==> src/rtl/sargantana_icache_way_seq_if.sv <==
// Request/response and SRAM-side signal bundle for one icache way sequencer.
interface sargantana_icache_way_seq_if #(
    parameter int unsigned SET_WIDHT  = 32 * 8,
    parameter int unsigned ADDR_WIDHT = 6
);
    logic                  flush_i;
    logic                  fill_valid_i;
    logic                  fill_ready_o;
    logic [ADDR_WIDHT-1:0] fill_addr_i;
    logic [SET_WIDHT-1:0]  fill_data_i;
    logic                  rd_valid_i;
    logic                  rd_ready_o;
    logic [ADDR_WIDHT-1:0] rd_addr_i;
    logic                  rsp_valid_o;
    logic [SET_WIDHT-1:0]  rsp_data_o;
    logic                  busy_o;
    logic                  sram_req_o;
    logic                  sram_we_o;
    logic [ADDR_WIDHT-1:0] sram_addr_o;
    logic [SET_WIDHT-1:0]  sram_data_o;
    logic [SET_WIDHT-1:0]  sram_data_i;

    // Sequencer side
    modport slave (
        input  flush_i, fill_valid_i, fill_addr_i, fill_data_i,
        input  rd_valid_i, rd_addr_i, sram_data_i,
        output fill_ready_o, rd_ready_o, rsp_valid_o, rsp_data_o, busy_o,
        output sram_req_o, sram_we_o, sram_addr_o, sram_data_o
    );

    // Controller / SRAM side
    modport master (
        output flush_i, fill_valid_i, fill_addr_i, fill_data_i,
        output rd_valid_i, rd_addr_i, sram_data_i,
        input  fill_ready_o, rd_ready_o, rsp_valid_o, rsp_data_o, busy_o,
        input  sram_req_o, sram_we_o, sram_addr_o, sram_data_o
    );
endinterface

==> src/rtl/sargantana_icache_way_seq.sv <==
// Sequencer for one single-port icache way SRAM: clears all sets after reset or
// flush, then arbitrates fills over lookups and returns read data a cycle later.
module sargantana_icache_way_seq #(
    parameter int unsigned SET_WIDHT  = 32 * 8,
    parameter int unsigned ADDR_WIDHT = 6
) (
    input  logic                         clk_i,
    input  logic                         rstn_i,
    sargantana_icache_way_seq_if.slave   bus
);
    localparam int unsigned NUM_SETS = 2 ** ADDR_WIDHT;
    localparam logic [ADDR_WIDHT-1:0] LAST_SET = ADDR_WIDHT'(NUM_SETS - 1);

    typedef enum logic [1:0] {
        ST_RESET = 2'd0,
        ST_SWEEP = 2'd1,
        ST_IDLE  = 2'd2
    } state_e;

    state_e                state_q, state_d;
    logic [ADDR_WIDHT-1:0] cnt_q, cnt_d;
    logic                  rsp_valid_q, rsp_valid_d;
    logic                  fill_hs_c;
    logic                  rd_hs_c;

    // State, sweep counter and response-valid registers
    always_ff @(posedge clk_i or negedge rstn_i) begin
        if (!rstn_i) begin
            state_q     <= ST_RESET;
            cnt_q       <= '0;
            rsp_valid_q <= 1'b0;
        end else begin
            state_q     <= state_d;
            cnt_q       <= cnt_d;
            rsp_valid_q <= rsp_valid_d;
        end
    end

    // Next state: sweep sequencing and flush restart
    always_comb begin
        state_d     = state_q;
        cnt_d       = cnt_q;
        rsp_valid_d = rd_hs_c;
        case (state_q)
            ST_RESET: begin
                state_d = ST_SWEEP;
                cnt_d   = '0;
            end
            ST_SWEEP: begin
                if (bus.flush_i) begin
                    cnt_d = '0;
                end else if (cnt_q == LAST_SET) begin
                    state_d = ST_IDLE;
                    cnt_d   = '0;
                end else begin
                    cnt_d = cnt_q + ADDR_WIDHT'(1);
                end
            end
            ST_IDLE: begin
                if (bus.flush_i) begin
                    state_d = ST_SWEEP;
                    cnt_d   = '0;
                end
            end
            default: begin
                state_d = ST_RESET;
                cnt_d   = '0;
            end
        endcase
    end

    // Outputs: handshakes, SRAM drive (same cycle as acceptance), response
    always_comb begin
        bus.busy_o       = (state_q != ST_IDLE);
        bus.fill_ready_o = (state_q == ST_IDLE) && !bus.flush_i;
        bus.rd_ready_o   = (state_q == ST_IDLE) && !bus.flush_i && !bus.fill_valid_i;
        fill_hs_c        = bus.fill_valid_i && bus.fill_ready_o;
        rd_hs_c          = bus.rd_valid_i && bus.rd_ready_o;
        bus.sram_req_o   = 1'b0;
        bus.sram_we_o    = 1'b0;
        bus.sram_addr_o  = '0;
        bus.sram_data_o  = '0;
        case (state_q)
            ST_SWEEP: begin
                bus.sram_req_o  = 1'b1;
                bus.sram_we_o   = 1'b1;
                bus.sram_addr_o = cnt_q;
            end
            ST_IDLE: begin
                if (fill_hs_c) begin
                    bus.sram_req_o  = 1'b1;
                    bus.sram_we_o   = 1'b1;
                    bus.sram_addr_o = bus.fill_addr_i;
                    bus.sram_data_o = bus.fill_data_i;
                end else if (rd_hs_c) begin
                    bus.sram_req_o  = 1'b1;
                    bus.sram_addr_o = bus.rd_addr_i;
                end
            end
            default: ;
        endcase
        bus.rsp_valid_o = rsp_valid_q;
        bus.rsp_data_o  = rsp_valid_q ? bus.sram_data_i : '0;
    end
endmodule
==> src/flat_wrapper.sv <==
// flat-port wrapper written by rule: the top's interface ports become plain ports
module sargantana_icache_way_seq_flat 
#(
    parameter int unsigned SET_WIDHT  = 32 * 8,
    parameter int unsigned ADDR_WIDHT = 6
)
  (clk_i, rstn_i, bus_flush_i, bus_fill_valid_i, bus_fill_addr_i, bus_fill_data_i, bus_rd_valid_i, bus_rd_addr_i, bus_sram_data_i, bus_fill_ready_o, bus_rd_ready_o, bus_rsp_valid_o, bus_rsp_data_o, bus_busy_o, bus_sram_req_o, bus_sram_we_o, bus_sram_addr_o, bus_sram_data_o);
  sargantana_icache_way_seq_if #(.SET_WIDHT(SET_WIDHT), .ADDR_WIDHT(ADDR_WIDHT)) bus_i ();
  input  logic clk_i;
  input  logic rstn_i;
  input wire logic [$bits(bus_i.flush_i)-1:0] bus_flush_i;
  input wire logic [$bits(bus_i.fill_valid_i)-1:0] bus_fill_valid_i;
  input wire logic [$bits(bus_i.fill_addr_i)-1:0] bus_fill_addr_i;
  input wire logic [$bits(bus_i.fill_data_i)-1:0] bus_fill_data_i;
  input wire logic [$bits(bus_i.rd_valid_i)-1:0] bus_rd_valid_i;
  input wire logic [$bits(bus_i.rd_addr_i)-1:0] bus_rd_addr_i;
  input wire logic [$bits(bus_i.sram_data_i)-1:0] bus_sram_data_i;
  output wire logic [$bits(bus_i.fill_ready_o)-1:0] bus_fill_ready_o;
  output wire logic [$bits(bus_i.rd_ready_o)-1:0] bus_rd_ready_o;
  output wire logic [$bits(bus_i.rsp_valid_o)-1:0] bus_rsp_valid_o;
  output wire logic [$bits(bus_i.rsp_data_o)-1:0] bus_rsp_data_o;
  output wire logic [$bits(bus_i.busy_o)-1:0] bus_busy_o;
  output wire logic [$bits(bus_i.sram_req_o)-1:0] bus_sram_req_o;
  output wire logic [$bits(bus_i.sram_we_o)-1:0] bus_sram_we_o;
  output wire logic [$bits(bus_i.sram_addr_o)-1:0] bus_sram_addr_o;
  output wire logic [$bits(bus_i.sram_data_o)-1:0] bus_sram_data_o;
  assign bus_i.flush_i = bus_flush_i;
  assign bus_i.fill_valid_i = bus_fill_valid_i;
  assign bus_i.fill_addr_i = bus_fill_addr_i;
  assign bus_i.fill_data_i = bus_fill_data_i;
  assign bus_i.rd_valid_i = bus_rd_valid_i;
  assign bus_i.rd_addr_i = bus_rd_addr_i;
  assign bus_i.sram_data_i = bus_sram_data_i;
  assign bus_fill_ready_o = bus_i.fill_ready_o;
  assign bus_rd_ready_o = bus_i.rd_ready_o;
  assign bus_rsp_valid_o = bus_i.rsp_valid_o;
  assign bus_rsp_data_o = bus_i.rsp_data_o;
  assign bus_busy_o = bus_i.busy_o;
  assign bus_sram_req_o = bus_i.sram_req_o;
  assign bus_sram_we_o = bus_i.sram_we_o;
  assign bus_sram_addr_o = bus_i.sram_addr_o;
  assign bus_sram_data_o = bus_i.sram_data_o;
  sargantana_icache_way_seq #(.SET_WIDHT(SET_WIDHT), .ADDR_WIDHT(ADDR_WIDHT)) u_core (.clk_i(clk_i), .rstn_i(rstn_i), .bus(bus_i));
endmodule
==> config.mk <==
export PLATFORM = sky130hd
export DESIGN_NAME = sargantana_icache_way_seq_flat
export DESIGN_NICKNAME = d
export VERILOG_FILES = /design/src/rtl/sargantana_icache_way_seq_if.sv /design/src/rtl/sargantana_icache_way_seq.sv /design/src/flat_wrapper.sv
export SDC_FILE = /design/constraint.sdc
export NUM_CORES = 1
export LEC_CHECK = 0
export ABC_AREA = 1
export ABC_CLOCK_PERIOD_IN_PS = 1900
export BUFFER_PORTS_ARGS = -buffer_cell sky130_fd_sc_hd__buf_4
export CELL_PAD_IN_SITES_DETAIL_PLACEMENT = 0
export CELL_PAD_IN_SITES_GLOBAL_PLACEMENT = 1
export CORE_AREA = 2 2 410 412
export CTS_BUF_LIST = sky130_fd_sc_hd__clkbuf_2 sky130_fd_sc_hd__clkbuf_4 sky130_fd_sc_hd__clkbuf_8
export CTS_CLUSTER_DIAMETER = 30
export DETAILED_ROUTE_END_ITERATION = 10
export DIE_AREA = 0 0 412 414
export PLACE_DENSITY = 0.35
export SYNTH_ARGS = -nofsm -noshare
export SYNTH_HDL_FRONTEND = slang
export SYNTH_SLANG_ARGS = --single-unit
==> constraint.sdc <==
create_clock -name clk_i -period 1.9 [get_ports clk_i]
set_clock_uncertainty 0.15 [all_clocks]
set_input_delay 0.38 -clock clk_i [delete_from_list [all_inputs] [get_ports clk_i]]
set_output_delay 0.38 -clock clk_i [all_outputs]
set_load 0.005 [all_outputs]
==> results of run 1 <==
==> registers in the layout, indices dropped and copies added (netlist names) <==
register and flops:
u_core.state_q 2, u_core.bus.rsp_valid_o 1, u_core.cnt_q 6
==> kinds of logic (layout without fill, tap and decap cells) <==
group	after synthesis	after routing	synth area share, %
buffers and inverters	596	1745	39.5
and+or+nand+nor	580	580	55.3
AOI/OAI and AO/OA	11	11	0.928
DFF	9	9	3.34
adders and majority gates	5	5	0.928
other	0	6	0
==> repair_timing <==
item                                    in CTS  in global routing
endpoints found under the setup margin     467                523
hold buffers                                 1                  0
buffers inserted                            38                  4
cloned                                      24                  0
gates resized for setup                    793                 33
endpoints found under the hold margin        9                  0
pin swaps                                  110                 11
==> worst max-delay path by stage <==
stage	startpoint	end	cells after the start
after floorplan	u_core.state_q[0]$_DFFE_PN0P_	bus_sram_data_o[100]	8
after global routing	u_core.state_q[0]$_DFFE_PN0P_	bus_sram_data_o[51]	11
after detailed placement	u_core.state_q[0]$_DFFE_PN0P_	bus_sram_data_o[254]	9
after CTS	u_core.state_q[0]$_DFFE_PN0P_	bus_sram_data_o[117]	11
final	u_core.state_q[0]$_DFFE_PN0P_	bus_sram_data_o[117]	11
after global placement	u_core.state_q[0]$_DFFE_PN0P_	bus_sram_data_o[251]	9
==> metrics by stage <==
stage | utilization, % | setup TNS (ns) | std cells | cell area [um^2]
2_1_floorplan | - | 0 | 1201 | 6750
3_3_place_gp | 10.7 | -67.27 | 4485 | 17800
3_5_place_dp | 10.7 | -64.49 | 4485 | 17800
4_1_cts | 12.8 | -157.48 | 4550 | 21300
5_1_grt | 12.9 | -176.50 | 4555 | 21500
6_report | 12.9 | -149.16 | 4560 | 21500
==> worst max-delay path, cell delays in order (launching register included) <==
cell     delay, ns
dfrtp_1       0.39
inv_2         0.08
ha_4          0.14
nand2_4       0.07
nor2_8        0.10
buf_12        0.13
inv_16        0.05
buf_12        0.17
buf_12        0.14
buf_12        0.15
nor2_4        0.08
buf_6         0.09
==> cells in the final DEF, fill, tap and decap left out, types with 4 or more instances in the layout <==
cell type and instances:
inv_2 146, dfrtp_1 8, nand3_1 11, nor2_4 207, buf_8 18, buf_16 23
o21ai_0 5, nand2_4 106, inv_1 383, nand2_2 43, diode_2 6, nand2_8 11
buf_6 253, buf_12 39, nor2_1 43, bufbuf_16 7, nand3_4 4, inv_4 6
nand3_2 8, nor2_2 11, nand2_1 134, buf_4 862
==> power by group <==
| part | switching, W | leakage, nW | total, W | internal [W] |
|---|---|---|---|---|
| logic | 0.000705 | 12.5 | 0.00150 | 0.000798 |
| clock network | 0.0000914 | 0.0262 | 0.000253 | 0.000162 |
| registers | 0.00000792 | 0.116 | 0.000205 | 0.000197 |
==> cell type report <==
type	instances	share of cell area, %
antenna	6	0.0698
timing repair inverter	1	0.0756
sequential	9	1.06
multi-input combinational	596	23.9
clock buffer	4	0.227
inverter	537	9.54
tap	2204	12.8
timing repair buffer	1203	52.3
==> per-layer routing <==
metal / vias up / part of all wire, % / track usage (%)
met5: - / 0.18 / 0
li1: 5385 / - / -
met1: 5111 / 40 / 12.8
met2: 466 / 53 / 20.0
met3: 40 / 6.2 / 2.31
met4: 24 / 0.21 / 0.482
==> results.tsv, run 1 <==
stage	metric	value	unit
run_status	outcome	finished, violations left	
run_status	violations	setup timing	
global_routing	gr-total-overflow	0	
sta	post-route-period-util	127	%
clock_tree	cts-root-buf	clkbuf_8	
floorplan	die-height	414	um
drt	wirelength	95000	um
global_routing	antenna_found_initial	29	
hold_path	worstHoldEndpoint	u_core.bus.rsp_valid_o$_DFF_PN0_	
drt	dr.pass1.iters	4	
power_and_ir_drop	p_leak	12.6	nW
drt	drtIter0Drc	242	
sta	fmax	0.413	GHz
place	gp_congestion	0.808	
global_routing	grt_pass1_wl	121000	um
hold_path	hold_depth	4	
yosys	netlist_area	0.00674	mm^2
yosys	yosysSeqAreaShare	3.34	%
worst_setup_path	worstSetupStartpointType	flip-flop	
drt	drtAntennaViolNets	0	
global_routing	grt_pass1_vias	11700	
hold_path	min_from	bus_fill_valid_i	
yosys	syn_area_per_cell	5.61	um^2
place	dp_hpwl	84400	um
worst_setup_path	timing.rr.end	u_core.cnt_q[2]$_DFFE_PN0P_	
layout	fin_nets	2885	
yosys	yosys-top-cells-area	nor2_4 33%, inv_1 30%, nand2_1 16%	
place	place_ws	-0.411	ns
layout	drive_gt1_share	74.7	%
layout	multi_input_area	0.00514	mm^2
clock_tree	clockBufferDepth	2	
drt	drcViolationCount	0	
sta	finalHoldViolations	0	
power_and_ir_drop	ir_drop	0.000102	V
worst_setup_path	cp.arrival	1.89	ns
worst_setup_path	worstPathRequired	1.37	ns
sta	slew_headroom	77.2	%
yosys	synth-main-ff-cell	dfrtp_1	
yosys	synthDistinctLibCells	23	
power_and_ir_drop	p_per_area	91.2	mW/mm^2
sta	max_slew.worst_pin.slew	0.342	ns
layout	seqCellArea	229	um^2
yosys	ys.warnings.count	0	
layout	area_growth	219	%
global_routing	grt_use_total	10.6	%
worst_setup_path	r2r_setup_slack	0.17	ns
worst_setup_path	critPathMaxFanout	8	
yosys	synthArstFlopShare	100	%
yosys	synth_fp_nets	1735	
drt	vias_per_cell	2.42	
hold_path	hold_class	in2reg	
floorplan	core	0.166	mm^2
worst_setup_path	end_kind	primary output	
flow_run	cap_viol_max_count	0	
sta	setup_viol	519	
clock_tree	cts.sinks	9	
layout	n_fill_cell	19400	
place	portBuffers	1052	
yosys	synthCells	1201	
sta	period_needed	2.42	ns
clock_tree	cts_tree	yes	
power_and_ir_drop	finalPower	0.00196	W
floorplan	num_io_pins	1053	
yosys	synth_common_cells	535 x inv_1, 293 x nand2_1, 200 x nor2_4	
sta	finalWorstSetupSlack	-0.520	ns
sta	drv_slew	0	
clock_tree	cts.clk_slew.worst_paths	0.05	ns
floorplan	start_util	4.05	%
clock_tree	clock_latency	0.24	ns
sta	whs	0.297	ns
yosys	synth_top_area_share	33.4	%
floorplan	die_w	412	um
drt	wl_per_cell	20.8	um
floorplan	die_area	0.171	mm^2
clock_tree	ctsHtreeMaxLevel	1	
floorplan	rows	150	
clock_tree	numCtsBuffers	3	
worst_setup_path	reg2reg_depth	11	
yosys	synth_edf_count	0	
worst_setup_path	r2r-start	u_core.state_q[0]$_DFFE_PN0P_	
sta	rsz0062_at_grt	yes	
yosys	synth.most_common_cell	inv_1	
drt	vias	11000	
yosys	yosys.area.top_type	nor2_4	
yosys	ys_ff_latch	9	
global_routing	grt_max_degree	25	
worst_setup_path	crit_type	reg2out	
Power figures use the tool's default switching activity.
==> inputs of run 2 (changes only) <==
Settings changed: ABC_CLOCK_PERIOD_IN_PS 1900 to 2700, CORE_AREA 2 2 410 412 to 2 2 409 411, DIE_AREA 0 0 412 414 to 0 0 411 413.
Clock period 1.9 ns to 2.7 ns, I/O delays scaled along.
==> run 2 against run 1 <==
The run now ends clean. Power down 33%. Critical path type unchanged. Via count down 5.4%. Cell count down 2.0%. Core utilization down 2.2 points. Clock power down 31%. Register-to-register slack better by 0.62 ns. Combinational power down 33%. Worst setup slack better by 0.61 ns.
==> results.tsv, run 2 (same netlist as run 1, synthesis figures left out) <==
stage	metric	value	unit	change
drt	wirelength	88200	um	-7.2%
power_and_ir_drop	p_leak	11.1	nW	-12%
drt	wl_per_cell	19.7	um	-5.3%
clock_tree	cts_tree	yes		
sta	rsz0062_at_grt	no		
flow_run	cap_viol_max_count	0		unchanged
clock_tree	cts-root-buf	clkbuf_8		
worst_setup_path	worstPathRequired	2.01	ns	+0.64 ns
sta	slew_headroom	68.3	%	-8.9 points
drt	dr.pass1.iters	4		unchanged
floorplan	die_area	0.170	mm^2	-0.48%
clock_tree	ctsHtreeMaxLevel	1		unchanged
sta	period_needed	2.61	ns	
worst_setup_path	path_buf_inv	5		-2
global_routing	antenna_found_initial	26		-10%
layout	stdcell_count	4470		-2.0%
floorplan	start_util	4.06	%	+0.0092 points
sta	whs	0.394	ns	+0.0978 ns
layout	largest_register	u_core.cnt_q		
layout	seqCellArea	229	um^2	unchanged
layout	mostFrequentLayoutCell	buf_4		
floorplan	die-height	413	um	-0.24%
place	placed_area	0.0173	mm^2	-2.4%
worst_setup_path	worstSetupStartpointType	flip-flop		
place	gp_congestion	0.824		+1.9%
place	portBuffers	1052		unchanged
sta	fin_tns_setup	0	ns	+149.16 ns
clock_tree	cts.clk_slew.worst_paths	0.06	ns	about the same
sta	post-route-period-util	96.6	%	
floorplan	num_io_pins	1053		unchanged
layout	area_growth	164	%	
layout	final_cell_mix	1,083 x buf_4, 533 x inv_1, 290 x nand2_1		
worst_setup_path	crit_path_max_incr_delay	0.40	ns	about the same
drt	drtIter0Drc	296		+22%
sta	drv_slew	0		unchanged
drt	vias_per_cell	2.33		-3.4%
global_routing	grt_pass1_vias	10700		-8.1%
layout	n_fill_cell	19700		+1.2%
clock_tree	clockBufferDepth	2		unchanged
clock_tree	cts.sinks	9		unchanged
floorplan	die_w	411	um	-0.24%
layout	multi_input_area	0.00391	mm^2	-24%
worst_setup_path	cp_top_family	buffers and inverters		
floorplan	rows	150		unchanged
layout	design_area	0.0178	mm^2	-17%
layout	largest_register_ffs	6		unchanged
clock_tree	clock_latency	0.24	ns	about the same
worst_setup_path	critPathSlowestCell	dfrtp_1		
hold_path	hold_class	reg2reg		
sta	finalHoldViolations	0		unchanged
worst_setup_path	cp.arrival	1.92	ns	+0.03 ns
worst_setup_path	crit_type	reg2out		
sta	setup_viol	0		-100%
global_routing	gr-total-overflow	0		unchanged
global_routing	grt_pass1_wl	110000	um	-9.4%
global_routing	grt_max_degree	77		+210%
layout	drive_gt1_share	59.3	%	-15 points
drt	vias	10400		-5.4%
worst_setup_path	path_cells	inv_2 -> ha_4 -> nand2_4 -> nor2_8 -> buf_12 -> buf_6 -> nand2_1 -> nand3_1 -> nand2_1 -> inv_2 -> buf_4		
global_routing	grt_use_total	9.70	%	-0.93 points
worst_setup_path	critPathMaxFanout	7		-1
drt	drcViolationCount	0		unchanged
sta	max_slew.worst_pin.slew	0.475	ns	+0.134 ns
power_and_ir_drop	p_per_area	74.0	mW/mm^2	-19%
layout	fin_nets	2798		-3.0%
clock_tree	numCtsBuffers	3		unchanged
sta	fmax	0.384	GHz	
power_and_ir_drop	ir_drop	0.0000827	V	-19%
drt	drtAntennaViolNets	0		unchanged
run_status	outcome	completed		
worst_setup_path	end_kind	primary output		
place	dp_cells	4442		-0.96%
floorplan	core	0.166	mm^2	-0.23%
place	dp_hpwl	80700	um	-4.4%
-- run 2: layout make-up --
cell class	instances	share of cell area [%]
Timing Repair inverter	3	0.190
Sequential cell	9	1.29
Antenna cell	3	0.0422
Timing Repair Buffer	1114	49.3
Tap cell	2204	15.5
Inverter	537	11.4
Clock inverter	1	0.0282
Clock buffer	3	0.232
Multi-Input combinational cell	596	22.0
-- run 2: metal layers --
layer	GRT usage, %	part of all wire [%]	vias to the layer above
met5	0	0.26	-
met4	0.467	0.23	36
met3	2.61	6.9	42
met2	18.6	54	446
met1	11.1	39	4729
li1	-	-	5183
-- run 2: worst min-delay path, stage by stage (launching register included) --
cell and delay, ns:
dfrtp_1 0.39, nand2_1 0.07, nand2_1 0.06
-- run 2: through the flow --
step | total power [W] | setup WS (ns) | utilization (%)
after floorplan | 0.000321 | 0.637 | -
after global placement | 0.00118 | 0.133 | 10.5
after detailed placement | 0.00118 | 0.156 | 10.5
after CTS | 0.00137 | -0.0116 | 10.7
after global routing | 0.00140 | 0.00638 | 10.7
final | 0.00132 | 0.0931 | 10.7
-- run 2: worst paths after layout --
kind / from / end / slack, ns / cells past startpoint
max: u_core.state_q[0]$_DFFE_PN0P_ / bus_sram_addr_o[4] / 0.09 / 11
min in group asynchronous: rstn_i / u_core.cnt_q[1]$_DFFE_PN0P_ / 0.62 / 2
max reg2reg: u_core.state_q[1]$_DFFE_PN0P_ / u_core.cnt_q[5]$_DFFE_PN0P_ / 0.79 / 9
min: u_core.cnt_q[1]$_DFFE_PN0P_ / u_core.cnt_q[1]$_DFFE_PN0P_ / 0.39 / 2
min reg2reg: u_core.cnt_q[1]$_DFFE_PN0P_ / u_core.cnt_q[1]$_DFFE_PN0P_ / 0.39 / 2
max in group asynchronous: rstn_i / u_core.bus.rsp_valid_o$_DFF_PN0_ / 1.59 / 2
-- run 2: where the power goes --
group | leakage, nW | switching [W] | internal, W
clock network | 0.0255 | 0.0000728 | 0.000102
logic | 10.9 | 0.000472 | 0.000526
registers | 0.116 | 0.00000437 | 0.000139
-- run 2: repair_timing --
item                                    in CTS  in global routing
buffers inserted                            16                  0
hold buffers                                 1                  0
endpoints found under the hold margin        9                  0
endpoints found under the setup margin      69                 55
pin swaps                                    1                  1
resized for setup                           13                 13
gates cloned                                 3                  1
==> inputs of run 3 (changes only) <==
Settings changed: ABC_AREA 1 to unset, CORE_AREA 2 2 409 411 to 2 2 415 417, DIE_AREA 0 0 411 413 to 0 0 417 419, PLACE_DENSITY 0.35 to 0.33, SKIP_CTS_REPAIR_TIMING set to 1.
==> run 3 against run 2 <==
The run now ends with setup timing left. Synthesized cell count decreased by 44%. Area after synthesis decreased by 37%. Cell count decreased by 11%. Worst setup slack got worse by 0.25 ns. Core utilization decreased by 0.60 points. Combinational power increased by 12%. Global-route usage increased by 2.3 points. Power increased by 13%. Non-clock buffer count increased by 9. Critical path type unchanged. Largest power group unchanged.
==> results.tsv, run 3 <==
stage	metric	value	unit	change
run_status	outcome	finished, violations left		
run_status	violations	setup timing		
layout	mostFrequentLayoutCell	buf_4		
worst_setup_path	end_kind	primary output		
yosys	synthArstFlopShare	100	%	unchanged
yosys	yosysSeqAreaShare	5.30	%	+2.0 points
clock_tree	cts-root-buf	clkbuf_8		
yosys	synth_top_area_share	38.0	%	+4.6 points
sta	finalHoldViolations	0		unchanged
power_and_ir_drop	p_per_area	85.9	mW/mm^2	+16%
power_and_ir_drop	pwr-share-seq	12.0	%	+1.1 points
power_and_ir_drop	p_switching	0.000567	W	+3.3%
power_and_ir_drop	intPower	0.000916	W	+19%
drt	drcViolationCount	0		unchanged
clock_tree	clock_latency	0.25	ns	about the same
place	placed_area	0.0149	mm^2	-14%
power_and_ir_drop	comb_power_share	75.6	%	-0.3 points
yosys	yosys-top-cells-area	and3_1 38%, and2_1 38%, clkbuf_1 5.7%		
yosys	synth_edf_count	0		unchanged
yosys	netlist_area	0.00425	mm^2	-37%
floorplan	core	0.171	mm^2	+2.8%
layout	drive_gt1_share	75.8	%	+17 points
worst_setup_path	reg2reg_depth	5		-4
floorplan	die-height	419	um	+1.5%
global_routing	grt_max_degree	118		+53%
layout	fin_nets	2247		-20%
clock_tree	ctsHtreeMaxLevel	1		unchanged
worst_setup_path	critPathMaxFanout	3		-4
place	dp_hpwl	105000	um	+30%
yosys	synth-main-ff-cell	dfrtp_1		
sta	max_slew.worst_pin.slew	0.791	ns	+0.316 ns
global_routing	gr-total-overflow	0		unchanged
power_and_ir_drop	p_leak	8.36	nW	-24%
global_routing	antenna_found_initial	168		+550%
sta	slew_headroom	47.3	%	-21 points
floorplan	rows	152		+1.3%
floorplan	die_area	0.175	mm^2	+2.9%
power_and_ir_drop	finalPower	0.00148	W	+13%
power_and_ir_drop	p_sw_share	38.2	%	-3.5 points
clock_tree	cts.clk_slew.worst_paths	0.05	ns	about the same
sta	period_needed	2.86	ns	+0.252 ns
yosys	synthDistinctLibCells	34		+48%
drt	dr.pass1.iters	6		+2
yosys	yosys.area.top_type	and3_1		
layout	n_fill_cell	19900		+1.3%
layout	stdcell_count	3965		-11%
global_routing	grt_pass1_wl	130000	um	+19%
global_routing	grt_use_total	12.0	%	+2.3 points
yosys	synthCells	674		-44%
worst_setup_path	crit_type	reg2out		
layout	design_area	0.0173	mm^2	-2.9%
sta	finalWorstSetupSlack	-0.159	ns	-0.252 ns
clock_tree	numCtsBuffers	3		unchanged
worst_setup_path	worstSetupStartpointType	flip-flop		
drt	vias	9934		-4.8%
yosys	ys_ff_latch	9		unchanged
place	gp_congestion	0.765		-7.1%
drt	wl_per_cell	29.3	um	+49%
sta	rsz0062_at_grt	yes		
yosys	syn_area_per_cell	6.31	um^2	+12%
clock_tree	cts.sinks	9		unchanged
sta	setup_viol	118		+118
drt	drtIter0Drc	393		+33%
layout	area_growth	306	%	
drt	wirelength	116000	um	+32%
layout	largest_register_ffs	6		unchanged
yosys	synth_common_cells	258 x and3_1, 257 x and2_1, 65 x clkbuf_1		
power_and_ir_drop	pwr-share-clk	12.3	%	-1.0 points
place	dp_cells	3896		-12%
layout	largest_register	u_core.cnt_q		
yosys	ys.warnings.count	0		unchanged
flow_run	cap_viol_max_count	0		unchanged
worst_setup_path	worstPathRequired	2.01	ns	about the same
global_routing	grt_pass1_vias	9117		-15%
hold_path	hold_depth	2		unchanged
layout	final_cell_mix	913 x buf_4, 257 x and2_1, 166 x buf_6		
floorplan	start_util	2.49	%	-1.6 points
clock_tree	clockBufferDepth	2		unchanged
sta	drv_slew	0		unchanged
floorplan	die_w	417	um	+1.5%
place	portBuffers	1052		unchanged
clock_tree	cts_tree	yes		
floorplan	num_io_pins	1053		unchanged
sta	post-route-period-util	106	%	+9.3 points
power_and_ir_drop	ir_drop	0.000145	V	+75%
drt	vias_per_cell	2.51		+7.3%
hold_path	hold_class	reg2reg		
drt	drtAntennaViolNets	0		unchanged
yosys	synth_fp_nets	1208		-30%
worst_setup_path	cp.arrival	2.17	ns	+0.25 ns
sta	fmax	0.350	GHz	-8.8%
yosys	synth.most_common_cell	and3_1		
## run 3: per-layer routing
metal	up-vias	GRT usage [%]	wire length, um
met4	88	1.19	2130
met1	4513	11.0	37100
met3	269	6.22	12900
li1	4372	-	-
met5	-	0	532
met2	692	24.0	63800
## run 3: worst paths after layout
path | start | endpoint | slack, ns
setup / recovery | u_core.state_q[1]$_DFFE_PN0P_ | bus_sram_addr_o[4] | -0.16
hold / removal | u_core.cnt_q[4]$_DFFE_PN0P_ | u_core.cnt_q[4]$_DFFE_PN0P_ | 0.42
setup reg to reg | u_core.cnt_q[1]$_DFFE_PN0P_ | u_core.state_q[0]$_DFFE_PN0P_ | 0.73
hold reg to reg | u_core.cnt_q[4]$_DFFE_PN0P_ | u_core.cnt_q[4]$_DFFE_PN0P_ | 0.42
max in group asynchronous | rstn_i | u_core.bus.rsp_valid_o$_DFF_PN0_ | 1.62
min in group asynchronous | rstn_i | u_core.bus.rsp_valid_o$_DFF_PN0_ | 0.61
## run 3: cells by family after synthesis
group	after synthesis	share of synthesized area, %
buf+inv	93	9.57
mux	1	0.236
simple gates	544	79.7
compound gates	22	3.74
flops	9	5.30
fa+ha+maj	5	1.47
## run 3: final cells by class
| cell class | count | area (um^2) | area share, % |
|---|---|---|---|
| Timing Repair Buffer | 1123 | 9650 | 55.9 |
| Multi-Input combinational cell | 572 | 4460 | 25.8 |
| Tap cell | 2233 | 2790 | 16.2 |
| Sequential cell | 9 | 229 | 1.33 |
| Antenna cell | 20 | 50.0 | 0.290 |
| Clock buffer | 4 | 48.8 | 0.283 |
| Inverter | 4 | 22.5 | 0.131 |
## run 3: metrics by stage
stage	hold slack, ns	setup WS [ns]	utilization [%]	setup TNS [ns]
2_1_floorplan	0.0944	0.474	-	0
3_3_place_gp	0.244	-0.453	8.74	-0.584
3_5_place_dp	0.241	-0.436	8.74	-0.528
4_1_cts	-0.0220	-0.559	8.77	-6.56
5_1_grt	0.442	-0.260	10.1	-16.42
6_report	0.420	-0.159	10.1	-6.26
## run 3: power groups by stage
| stage | Combinational (W) | Clock (W) | Sequential [W] |
|---|---|---|---|
| 4_1_cts | 0.00114 | 0.000185 | 0.000181 |
| 6_report | 0.00112 | 0.000183 | 0.000179 |
| 3_5_place_dp | 0.00114 | 0 | 0.000184 |
| 5_1_grt | 0.00121 | 0.000190 | 0.000183 |
| 3_3_place_gp | 0.00114 | 0 | 0.000183 |
| 2_1_floorplan | 0.000193 | 0 | 0.000165 |
## run 3: worst max-delay path, stage by stage, from the launching register on
cell and delay [ns]:
dfrtp_1 0.41, ha_4 0.18, nand2b_4 0.08, buf_6 0.12, inv_8 0.03, and2_4 0.15
a222oi_1 0.67, nor2b_1 0.11, buf_4 0.18
